[src/rtl/ripple_add_sequencer_if.sv]
// Handshake/operand/result bundle for ripple_add_sequencer.
// The sub port exists only when SUB_ADDER_SEQ_SUB_EN is defined.
interface ripple_add_sequencer_if #(
    parameter int unsigned NIBBLES = 4
);
    localparam int unsigned W = 4 * NIBBLES;

    logic         start;
    logic [W-1:0] a;
    logic [W-1:0] b;
    logic         cin;
`ifdef SUB_ADDER_SEQ_SUB_EN
    logic         sub;
`endif
    logic         busy;
    logic         done;
    logic [W-1:0] sum;
    logic         cout;
    logic         overflow;

`ifdef SUB_ADDER_SEQ_SUB_EN
    modport master (output start, a, b, cin, sub,
                    input  busy, done, sum, cout, overflow);
    modport slave  (input  start, a, b, cin, sub,
                    output busy, done, sum, cout, overflow);
`else
    modport master (output start, a, b, cin,
                    input  busy, done, sum, cout, overflow);
    modport slave  (input  start, a, b, cin,
                    output busy, done, sum, cout, overflow);
`endif
endinterface

[src/rtl/ripple_add_sequencer.sv]
// Nibble-serial multi-precision adder sharing one 4-bit ripple-carry slice.
// Define SUB_ADDER_SEQ_SUB_EN to add the sub port (a - b via inverted b, carry-in 1).
module ripple_add_sequencer #(
    parameter int unsigned NIBBLES = 4
) (
    input logic               clk,
    input logic               rst,
    ripple_add_sequencer_if.slave bus
);
    localparam int unsigned W     = 4 * NIBBLES;
    localparam int unsigned IDX_W = (NIBBLES > 1) ? $clog2(NIBBLES) : 1;
    localparam logic [IDX_W-1:0] LAST_IDX = IDX_W'(NIBBLES - 1);

    typedef enum logic [1:0] {IDLE, RUN, DONE} state_t;

    state_t           state, state_nxt;
    logic [W-1:0]     a_reg, b_reg, sum_r;
    logic [IDX_W-1:0] idx;
    logic             carry, busy_r, done_r, cout_r, ovf_r;
    logic [3:0]       a_nib, b_nib, add_sum;
    logic             add_cout, last_c;

    assign last_c = (idx == LAST_IDX);

    // Select the current slice of both operands.
    always_comb begin
        a_nib = '0;
        b_nib = '0;
        for (int i = 0; i < int'(NIBBLES); i++) begin
            if (idx == IDX_W'(i)) begin
                a_nib = a_reg[4*i +: 4];
                b_nib = b_reg[4*i +: 4];
            end
        end
    end

    rippleCarry u_adder (
        .A    (a_nib),
        .B    (b_nib),
        .Cin  (carry),
        .Sum  (add_sum),
        .Cout (add_cout)
    );

    always_ff @(posedge clk or posedge rst) begin
        if (rst) state <= IDLE;
        else     state <= state_nxt;
    end

    always_comb begin
        state_nxt = state;
        case (state)
            IDLE:    if (bus.start) state_nxt = RUN;
            RUN:     if (last_c)    state_nxt = DONE;
            DONE:    state_nxt = IDLE;
            default: state_nxt = IDLE;
        endcase
    end

    // Operand capture, slice write-back and carry chaining.
    always_ff @(posedge clk or posedge rst) begin
        if (rst) begin
            a_reg  <= '0;
            b_reg  <= '0;
            sum_r  <= '0;
            idx    <= '0;
            carry  <= 1'b0;
            busy_r <= 1'b0;
            done_r <= 1'b0;
            cout_r <= 1'b0;
            ovf_r  <= 1'b0;
        end else begin
            busy_r <= (state_nxt == RUN);
            done_r <= (state_nxt == DONE);
            case (state)
                IDLE: begin
                    if (bus.start) begin
                        a_reg  <= bus.a;
`ifdef SUB_ADDER_SEQ_SUB_EN
                        b_reg  <= bus.sub ? ~bus.b : bus.b;
                        carry  <= bus.sub ? 1'b1 : bus.cin;
`else
                        b_reg  <= bus.b;
                        carry  <= bus.cin;
`endif
                        idx    <= '0;
                        sum_r  <= '0;
                        cout_r <= 1'b0;
                        ovf_r  <= 1'b0;
                    end
                end
                RUN: begin
                    for (int i = 0; i < int'(NIBBLES); i++) begin
                        if (idx == IDX_W'(i)) sum_r[4*i +: 4] <= add_sum;
                    end
                    carry <= add_cout;
                    idx   <= idx + IDX_W'(1);
                    if (last_c) begin
                        cout_r <= add_cout;
                        // Top result bit is being written on this very edge.
                        ovf_r  <= (a_reg[W-1] == b_reg[W-1]) && (add_sum[3] != a_reg[W-1]);
                    end
                end
                default: ;
            endcase
        end
    end

    assign bus.busy     = busy_r;
    assign bus.done     = done_r;
    assign bus.sum      = sum_r;
    assign bus.cout     = cout_r;
    assign bus.overflow = ovf_r;
endmodule

// Purely combinational 4-bit ripple-carry adder slice.
module rippleCarry (
    input  logic [3:0] A,
    input  logic [3:0] B,
    input  logic       Cin,
    output logic [3:0] Sum,
    output logic       Cout
);
    logic [4:0] c;

    always_comb begin
        c    = '0;
        Sum  = '0;
        c[0] = Cin;
        for (int i = 0; i < 4; i++) begin
            Sum[i]  = A[i] ^ B[i] ^ c[i];
            c[i+1]  = (A[i] & B[i]) | (c[i] & (A[i] ^ B[i]));
        end
        Cout = c[4];
    end
endmodule
[src/flat_wrapper.sv]
// flat-port wrapper written by rule: the top's interface ports become plain ports
module ripple_add_sequencer_flat 
#(
    parameter int unsigned NIBBLES = 4
)
  (clk, rst, bus_start, bus_a, bus_b, bus_cin, bus_busy, bus_done, bus_sum, bus_cout, bus_overflow);
  ripple_add_sequencer_if #(.NIBBLES(NIBBLES)) bus_i ();
  input logic clk;
  input logic rst;
  input wire logic [$bits(bus_i.start)-1:0] bus_start;
  input wire logic [$bits(bus_i.a)-1:0] bus_a;
  input wire logic [$bits(bus_i.b)-1:0] bus_b;
  input wire logic [$bits(bus_i.cin)-1:0] bus_cin;
  output wire logic [$bits(bus_i.busy)-1:0] bus_busy;
  output wire logic [$bits(bus_i.done)-1:0] bus_done;
  output wire logic [$bits(bus_i.sum)-1:0] bus_sum;
  output wire logic [$bits(bus_i.cout)-1:0] bus_cout;
  output wire logic [$bits(bus_i.overflow)-1:0] bus_overflow;
  assign bus_i.start = bus_start;
  assign bus_i.a = bus_a;
  assign bus_i.b = bus_b;
  assign bus_i.cin = bus_cin;
  assign bus_busy = bus_i.busy;
  assign bus_done = bus_i.done;
  assign bus_sum = bus_i.sum;
  assign bus_cout = bus_i.cout;
  assign bus_overflow = bus_i.overflow;
  ripple_add_sequencer #(.NIBBLES(NIBBLES)) u_core (.clk(clk), .rst(rst), .bus(bus_i));
endmodule
[config.mk]
export PLATFORM = sky130hd
export DESIGN_NAME = ripple_add_sequencer_flat
export DESIGN_NICKNAME = d
export VERILOG_FILES = /design/src/rtl/ripple_add_sequencer_if.sv /design/src/rtl/ripple_add_sequencer.sv /design/src/flat_wrapper.sv
export SDC_FILE = /design/constraint.sdc
export NUM_CORES = 1
export LEC_CHECK = 0
export ABC_AREA = 1
export CORE_MARGIN = 4
export CORE_UTILIZATION = 50
export CTS_CLUSTER_DIAMETER = 60
export DETAILED_ROUTE_END_ITERATION = 7
export PLACE_DENSITY = 0.85
export SKIP_LAST_GASP = 1
export SYNTH_ARGS = -nofsm -noshare
export SYNTH_HDL_FRONTEND = slang
export SYNTH_SLANG_ARGS = --single-unit
[constraint.sdc]
create_clock -name clk -period 4.3 [get_ports clk]
set_input_delay 0.86 -clock clk [delete_from_list [all_inputs] [get_ports clk]]
set_output_delay 0.86 -clock clk [all_outputs]
set_load 0.05 [all_outputs]
== Word-level counts from Yosys, hierarchy flattened ==
Cells that the tools add are included.

* Add/sub/neg operators: 1
* Equal/unequal tests: 13
* Muxes and demuxes: 26
* Bitwise logic cells: 20
* Reduce and logical (&&, ||, !) cells: 10

{| class="wikitable"
|+ Operators by type and width
! cell !! count
|-
| two-way mux 4 bit || 12
|-
| one-hot mux 16 bit (2 select lines) || 1
|-
| two-way mux 16 bit || 1
|-
| AND reduction 3 bit || 4
|-
| AND 1 bit || 8
|-
| != test 2 x 1 -> 1 bit (second input constant) || 4
|-
| one-hot mux 2 bit (2 select lines) || 2
|-
| XOR 1 bit || 8
|-
| == test 2 x 1 -> 1 bit (second input constant) || 3
|-
| == test 2 bit (second input constant) || 3
|-
| two-way mux 2 bit || 3
|-
| one-hot mux 1 bit (2 select lines) || 3
|-
| zero test 2 bit || 2
|-
| two-way mux 1 bit || 4
|-
| bitwise OR 1 bit || 4
|-
| AND reduction 2 bit || 2
|-
| adder 2 x 1 -> 2 bit (second input constant) || 1
|-
| != test 2 bit (second input constant) || 1
|-
| nonzero test 2 bit || 1
|-
| == test 1 bit || 1
|-
| logical AND 1 bit || 1
|-
| != test 1 bit || 1
|}

* Register bits after elaboration: 57
* Bits of input ports: 36
* Output and inout bits: 20
* Logic and storage cells: 83

== Logic depth before layout (Yosys ltp) ==
Gate-level depths: netlist of the first run.

* Word-level depth: 17
* Depth in mapped cells: 18
* Gate-level depth less buffers: 18

== Modules after synthesis ==
From an unflattened synthesis of the first run, not the netlist that was laid out.

* Cell total of the unflattened synthesis: 352
* Area, all modules: 2830.2 um^2

{| class="wikitable"
|+ By module, submodules not included
! module !! times used !! cells an instance !! area each (um^2) !! seq. area each (um^2)
|-
| ripple_add_sequencer || 1 || 338 || 2712.6 || 1426.4
|-
| rippleCarry || 1 || 14 || 117.6 || 0.0
|}

== Least setup slack after synthesis of the first run ==
Ideal clock, no wire load.

* Path type: reg2reg
* From: register u_core.idx[0]
* To: register u_core.ovf_r, in the netlist u_core.bus.overflow
* Setup time: 0.066 ns
* Arrival time: 3.068 ns
* Data required time: 4.234 ns
* Slack: 1.166 ns
* Stages on the path, launching flop included: 17
* Buffers on the path: 1
* Period minus slack after synthesis: 3.134 ns
* Cells stage by stage: dfrtp_1 inv_1 ha_1 clkbuf_1 a21oi_1 a21oi_1 fa_1 inv_1 fa_1 fa_1 fa_1 nand2_1 nand2_1 nand2_1 nor2_1 nand2_1 nand2_1

* Longest elaborated chain between the ends: 17
* Elaborated cells between the ends (all ways): 32
* Classes of those cells: eq/ne (5); mux (10); bitwise (14); reduce/logical (3)

{| class="wikitable"
|+ RTL lines
! item !! line !! text
|-
| start, declared || ripple_add_sequencer.sv:18 || <nowiki>logic [IDX_W-1:0] idx;</nowiki>
|-
| start signal, assigned || ripple_add_sequencer.sv:97 || <nowiki>idx <= idx + IDX_W'(1);</nowiki>
|-
| zero test 2 bit || ripple_add_sequencer.sv:30 || <nowiki>if (idx == IDX_W'(i)) begin</nowiki>
|-
| two-way mux 4 bit (4 in series) || ripple_add_sequencer.sv:30 ||
|-
| XOR 1 bit || ripple_add_sequencer.sv:132 || <nowiki>c[i+1] = (A[i] & B[i]) | (c[i] & (A[i] ^ B[i]));</nowiki>
|-
| AND 1 bit || ripple_add_sequencer.sv:132 ||
|-
| bitwise OR 1 bit || ripple_add_sequencer.sv:132 ||
|-
| AND 1 bit || ripple_add_sequencer.sv:132 ||
|-
| bitwise OR 1 bit || ripple_add_sequencer.sv:132 ||
|-
| AND 1 bit || ripple_add_sequencer.sv:132 ||
|-
| bitwise OR 1 bit || ripple_add_sequencer.sv:132 ||
|-
| XOR 1 bit || ripple_add_sequencer.sv:131 || <nowiki>Sum[i] = A[i] ^ B[i] ^ c[i];</nowiki>
|-
| != test 1 bit || ripple_add_sequencer.sv:101 || <nowiki>ovf_r <= (a_reg[W-1] == b_reg[W-1]) && (add_sum[3] != a_reg[W-1]);</nowiki>
|-
| logical AND 1 bit || ripple_add_sequencer.sv:101 ||
|-
| two-way mux 1 bit || ripple_add_sequencer.sv:98 || <nowiki>if (last_c) begin</nowiki>
|-
| one-hot mux 1 bit (2 select lines) || ripple_add_sequencer.sv:75 || <nowiki>case (state)</nowiki>
|-
| end signal, assigned || ripple_add_sequencer.sv:101 ||
|-
| end, declared || ripple_add_sequencer.sv:19 || <nowiki>logic carry, busy_r, done_r, cout_r, ovf_r;</nowiki>
|}

Parallel ways exist; a longest one is shown, timed or not. The select of a mux whose other input is x is not followed.
A chain may end at the register's enable or synchronous reset.

== Worst setup path after layout of the first run ==
* From: register u_core.idx[1]
* To: register u_core.ovf_r, in the netlist u_core.bus.overflow

Same word-level chain as after synthesis.

==> results of run 1 <==
[cells in the mapped netlist, drive strengths merged]
library cell / n
nand2: 122
dfrtp: 57
inv: 43
o21ai: 37
nor2: 24
a21oi: 16
nand3: 10
buf: 6
clkbuf: 5
fa: 4
ha: 4
a21boi: 2
clkinv: 1
[area by class of cell]
cell class	count	share of cell area (%)
Clock inverter	3	0.4384
Sequential cell	57	41.65
Inverter	44	4.823
Tap cell	70	2.558
Timing Repair Buffer	55	16.08
Clock buffer	13	4.640
Multi-Input combinational cell	219	29.81
[logic make-up (layout without fill, tap and decap cells)]
kind of cell             count (synthesis)  count (layout)  share of synthesized area, %
AO/OA/AOI/OAI                           55              55                         10.51
AND/OR/NAND/NOR                        156             156                         22.90
adder cells (fa/ha/maj)                  8               8                         4.881
flip-flops                              57              57                         53.50
buffers and inverters                   55             115                         8.212
[power by group]
part / switching [µW] / internal [µW]
Sequential: 135 / 775
Clock: 203 / 238
Combinational: 1020 / 517
Total: 1360 / 1530
[routing by layer]
| layer | vias up | share of wire, % |
|---|---|---|
| met2 | 77 | 49 |
| met5 | - | 0 |
| met1 | 1017 | 43 |
| li1 | 1123 | - |
| met4 | 0 | 1.0 |
| met3 | 7 | 7.0 |
[critical path, stage by stage (launching register included)]
cell and delay, ns:
dfrtp_1 0.40, inv_1 0.11, ha_1 0.45, clkinv_1 0.35, nand2_1 0.14, nand3_1 0.08, a21oi_1 0.19, fa_1 0.21
inv_1 0.05, fa_1 0.38, fa_1 0.41, fa_1 0.54, nand2_1 0.06, nand2_1 0.06, nand2_1 0.04, nor2_1 0.09
nand2_1 0.05, nand2_1 0.05
[path summary, 6_finish.rpt]
path                                              endpoint                           from  cells after the start
setup / recovery           u_core.bus.overflow$_DFFE_PP0P_      u_core.idx[1]$_DFFE_PP0P_                     17
hold / removal               u_core.bus.sum[5]$_DFFE_PP0P_  u_core.bus.sum[5]$_DFFE_PP0P_                      2
setup reg to reg           u_core.bus.overflow$_DFFE_PP0P_      u_core.idx[1]$_DFFE_PP0P_                     17
hold reg to reg              u_core.bus.sum[5]$_DFFE_PP0P_  u_core.bus.sum[5]$_DFFE_PP0P_                      2
max in group asynchronous      u_core.b_reg[8]$_DFFE_PP0P_                            rst                      2
min in group asynchronous    u_core.bus.sum[2]$_DFFE_PP0P_                            rst                      2
[stage by stage]
step                worst slack [ns]  util [%]  total power [µW]  hold WS, ns  std cells
finish                        0.5718     66.63              2890       0.4724        461
global route                  0.2032     66.63              3162       0.4954        461
detailed placement            0.6787     63.24              2442       0.4583        445
global placement              0.8449     63.24              2386       0.4548        445
floorplan                      1.166         -              2015       0.4478        331
CTS                           0.6182     66.63              2899       0.4739        461
==> results.sh, run 1 <==
export IMPL_hold_class="register to register"
export IMPL_wire_per_inst_um=12.46
export IMPL_synth_avg_cell_area_um2=8.055
export IMPL_met2_usage_pct=32.76
export IMPL_layout_drive_gt1_share_pct=5.115
export IMPL_drt_wl_total_um=5744
export IMPL_cts_root_buffer_cell="clkbuf_8"
export IMPL_setup_viol=0
export IMPL_ant_nets=0
export IMPL_worst_setup_path_start_kind="register"
export IMPL_syn_to_final_growth_pct=28.44
export IMPL_row_count=26
export IMPL_chipHeight_um=81.03
export IMPL_fp_dieW_um=81.03
export IMPL_cts_buffers=9
export IMPL_grt_pass1_wl_um=9660
export IMPL_postCtsSetupBuffers=0
export IMPL_ioPinCount=56
export IMPL_drtIter0Drc=205
export IMPL_first_pass_iters=5
export IMPL_critPathArrivalTime_ns=4.01
export IMPL_layout_commonest_cell="nand2_1"
export IMPL_fin_area_um2=3425
export IMPL_drt_vias_per_instance=4.824
export IMPL_port_buffer_count=55
export IMPL_end_kind="register"
export IMPL_synth_top_area_share_pct=53.50
export IMPL_clock_skew_final_ns=0.008901
export IMPL_synth_nets=375
export IMPL_regArea_um2=1426
export IMPL_period_needed_ns=3.728
export IMPL_fin_crit_sh_pct=86.70
export IMPL_die_area_um2=6565
export IMPL_remaining_drc_errors=0
export IMPL_antenna_found_initial=0
export IMPL_clock_latency_ns=0.34
export IMPL_cp_max_fo=12
export IMPL_worstSetupPathType="register to register"
export IMPL_grt_ovfl_total=0
export IMPL_dpl_cell_area_um2=3251
export IMPL_vdd_ir_drop_max_mv=0.3794
export IMPL_grt_usage_pct=19.34
export IMPL_rsz0062_at_grt="no"
export IMPL_grt_max_degree=65
export IMPL_p_per_area_nw_per_um2=843.8
export IMPL_hold_viol=0
export IMPL_final_cell_mix="nand2_1, dfrtp_1, clkdlybuf4s50_1, inv_1, o21ai_0"
export IMPL_relSlewSlack_pct=24.53
export IMPL_syn_inst=331
export IMPL_slew_violations=0
export IMPL_required_ns=4.58
export IMPL_grt_pass1_vias=2130
export IMPL_clockBufferDepth=2
export IMPL_multiInputGateArea_um2=1021
export IMPL_cts_tree="yes"
export IMPL_maxCapViolCount=0
export IMPL_diodes=0
export IMPL_tightest_slew_ns=1.130
export IMPL_power_leakage_uw=0.001777
export IMPL_grt_use_met3_pct=3.659
export IMPL_synth_warnings=0
export IMPL_ys_ff_latch=57
export IMPL_fin_tns_setup_ns=0
export IMPL_cts_sinks=57
export IMPL_place_hpwl_um=4126
export IMPL_synthTopCellsByArea="dfrtp_1, nand2_1, o21ai_0"
export IMPL_netlist_area_um2=2666
export IMPL_yosysUniqueCellTypes=19
export IMPL_use_met1_pct=24.10
export IMPL_clk_pin_slew_ns=0.07
export IMPL_reg2reg_setup_slack_ns=0.57
export IMPL_initial_core_util_pct=51.87
export IMPL_nets=430
export IMPL_vias=2224
export IMPL_yosys_area_top_type="dfrtp_1"
export IMPL_coreArea_um2=5140
export IMPL_htreeDepth=3
export IMPL_cts_resized=0
export IMPL_busiest_layer="met2"
export IMPL_routabilityCongestion=0.8330
export IMPL_nFillCells=472
export IMPL_status="finished clean"
export IMPL_seq_area_frac_synth_pct=53.50
export IMPL_holdBufCountCts=0
export IMPL_max_freq_mhz=268.2
Power figures use the tool's default switching activity.
==> run 2: changes to the inputs <==
Settings changed: RECOVER_POWER from default to 50.
Clock period 4.3 ns to 3.9 ns, I/O delays scaled along.
==> run 2 against run 1 <==
The run now ends with capacitance limit, slew limit left. Die area unchanged. Final cell count up 0.87%. Wire length is 3.0% higher. Combinational power up 13%. Clock power is 19% higher. Sequential share of layout area shrank 0.47 points. Critical path type unchanged. Cell area increased by 1.1%. Non-clock buffer count increased by 4. Critical path depth is the same.
==> results.sh, run 2 (same netlist as run 1, synthesis figures left out) <==
export IMPL_cts_sinks=57
export IMPL_setup_viol=0
export IMPL_tightest_slew_ns=2.080
export IMPL_cp_common_cell="nand2_1"
export IMPL_fin_crit_sh_pct=85.87
export IMPL_cts_root_buffer_cell="clkbuf_8"
export IMPL_port_buffer_count=55
export IMPL_p_per_area_nw_per_um2=945.8
export IMPL_clock_skew_final_ns=0.008588
export IMPL_hold_viol=0
export IMPL_slowest_delay_ns=0.54
export IMPL_maxCapViolCount=2
export IMPL_vias=2286
export IMPL_fp_dieW_um=81.03
export IMPL_relSlewSlack_pct=-38.68
export IMPL_row_count=26
export IMPL_period_needed_ns=3.349
export IMPL_violations="capacitance limit, slew limit"
export IMPL_first_pass_iters=5
export IMPL_cp_max_fo=9
export IMPL_cpMaxStageDelayCell="fa_1"
export IMPL_cts_resized=0
export IMPL_startpoint="u_core.idx[1]$_DFFE_PP0P_"
export IMPL_setup_ws_ns=0.5513
export IMPL_initial_core_util_pct=51.87
export IMPL_ioPinCount=56
export IMPL_fin_tns_setup_ns=0
export IMPL_path_buf_inv=3
export IMPL_multiInputGateArea_um2=1018
export IMPL_grt_max_degree=65
export IMPL_htreeDepth=3
export IMPL_clk_pin_slew_ns=0.06
export IMPL_remaining_drc_errors=0
export IMPL_nets=434
export IMPL_layout_commonest_cell="nand2_1"
export IMPL_chipHeight_um=81.03
export IMPL_grt_pass1_vias=2143
export IMPL_status="finished, violations left"
export IMPL_hold_class="register to register"
export IMPL_coreArea_um2=5140
export IMPL_post_place_ws_ns=0.6052
export IMPL_rsz0062_at_grt="no"
export IMPL_reg2reg_setup_slack_ns=0.55
export IMPL_postCtsSetupBuffers=0
export IMPL_holdBufCountCts=0
export IMPL_critPathTopFamily="adder cells"
export IMPL_nFillCells=454
export IMPL_worst_setup_path_start_kind="register"
export IMPL_layout_drive_gt1_share_pct=5.063
export IMPL_path_cells="inv_1 > ha_1 > clkinv_1 > nand2_1 > nand3_1 > a21oi_1 > fa_1 > inv_1 > fa_1 > fa_1 > fa_1 > nand2_1 > nand2_1 > nand2_1 > nor2_1 > nand2_1 > nand2_1"
export IMPL_grt_pass1_wl_um=9749
export IMPL_drt_vias_per_instance=4.916
export IMPL_regArea_um2=1426
export IMPL_ant_nets=0
export IMPL_syn_to_final_growth_pct=29.89
export IMPL_drtIter0Drc=126
export IMPL_antenna_found_initial=0
export IMPL_power_leakage_uw=0.001799
export IMPL_wire_per_inst_um=12.73
export IMPL_grt_ovfl_total=0
export IMPL_cts_tree="yes"
export IMPL_clock_latency_ns=0.34
export IMPL_slew_violations=123
export IMPL_drt_wl_total_um=5918
export IMPL_worstSetupPathType="register to register"
export IMPL_final_cell_mix="nand2_1, dfrtp_1, clkdlybuf4s50_1, inv_1, o21ai_0"
export IMPL_place_hpwl_um=4417
export IMPL_diodes=0
export IMPL_grt_usage_pct=19.69
export IMPL_end_kind="register"
export IMPL_max_freq_mhz=298.6
export IMPL_min_delay_start="u_core.bus.sum[10]$_DFFE_PP0P_"
export IMPL_die_area_um2=6565
export IMPL_critPathArrivalTime_ns=3.63
export IMPL_clockBufferDepth=2
export IMPL_routabilityCongestion=0.8606
export IMPL_required_ns=4.18
export IMPL_rr_startpoint="u_core.idx[1]$_DFFE_PP0P_"
export IMPL_cts_buffers=9
export IMPL_vdd_ir_drop_max_mv=0.4140
run 2: changes by cell type in the layout (fill, tap and decap cells not counted), moves of 2 or more:
cell	change
clkdlybuf4s50_1	-2
dlygate4sd3_1	+2
clkbuf_1	+2
buf_4	+3
run 2: final cells by class:
cell class              count  share of cell area, %
clock inverters             3                  1.156
multi-input cells         219                  29.41
repair buffers             59                  16.65
clock buffers              13                  4.299
inverters                  44                  4.769
flip-flops and latches     57                  41.19
well taps                  70                  2.529
run 2: where the power goes:
| group | switching, µW | leakage [µW] | internal (µW) | total [µW] |
|---|---|---|---|---|
| clock | 215 | 0.0000974 | 311 | 526 |
| sequential | 157 | 0.000713 | 856 | 1010 |
| combinational | 1150 | 0.000989 | 592 | 1740 |
run 2: stage by stage:
stage | hold slack [ns] | instances | instance area, µm² | util, % | power [µW]
floorplan | 0.4478 | 331 | 2666 | - | 2222
global route | 0.5073 | 465 | 3463 | 67.38 | 3560
finish | 0.4721 | 465 | 3463 | 67.38 | 3276
global placement | 0.4557 | 449 | 3281 | 63.83 | 2656
detailed placement | 0.4584 | 449 | 3281 | 63.83 | 2741
CTS | 0.4738 | 465 | 3470 | 67.50 | 3280
run 2: worst min-delay path, cell delays in order (launching register included):
cell     delay (ns)
dfrtp_1        0.34
nand2_1        0.05
nand2_1        0.04
run 2: path summary, 6_finish.rpt:
kind,depth (start not counted),end
max,17,u_core.bus.overflow$_DFFE_PP0P_
min,2,u_core.bus.sum[10]$_DFFE_PP0P_
max reg2reg,17,u_core.bus.overflow$_DFFE_PP0P_
min reg2reg,2,u_core.bus.sum[10]$_DFFE_PP0P_
max in group asynchronous,2,u_core.b_reg[15]$_DFFE_PP0P_
min in group asynchronous,2,u_core.bus.sum[9]$_DFFE_PP0P_
run 2: routing by layer:
layer | GRT usage [%] | vias to the layer above | share of wire [%] | wire length, µm
li1 | - | 1134 | - | -
met1 | 24.17 | 1056 | 43 | 2551
met2 | 31.20 | 82 | 48 | 2833
met3 | 7.095 | 14 | 7.2 | 424
met4 | 8.784 | 0 | 1.8 | 109
met5 | 0 | - | 0 | 0
==> run 3: changes to the inputs <==
Settings changed: ABC_CLOCK_PERIOD_IN_PS from default to 3900, HOLD_SLACK_MARGIN from default to 0.1.
==> results of run 3 <==
Final layout, timing and power as in run 2 (identical DEF).
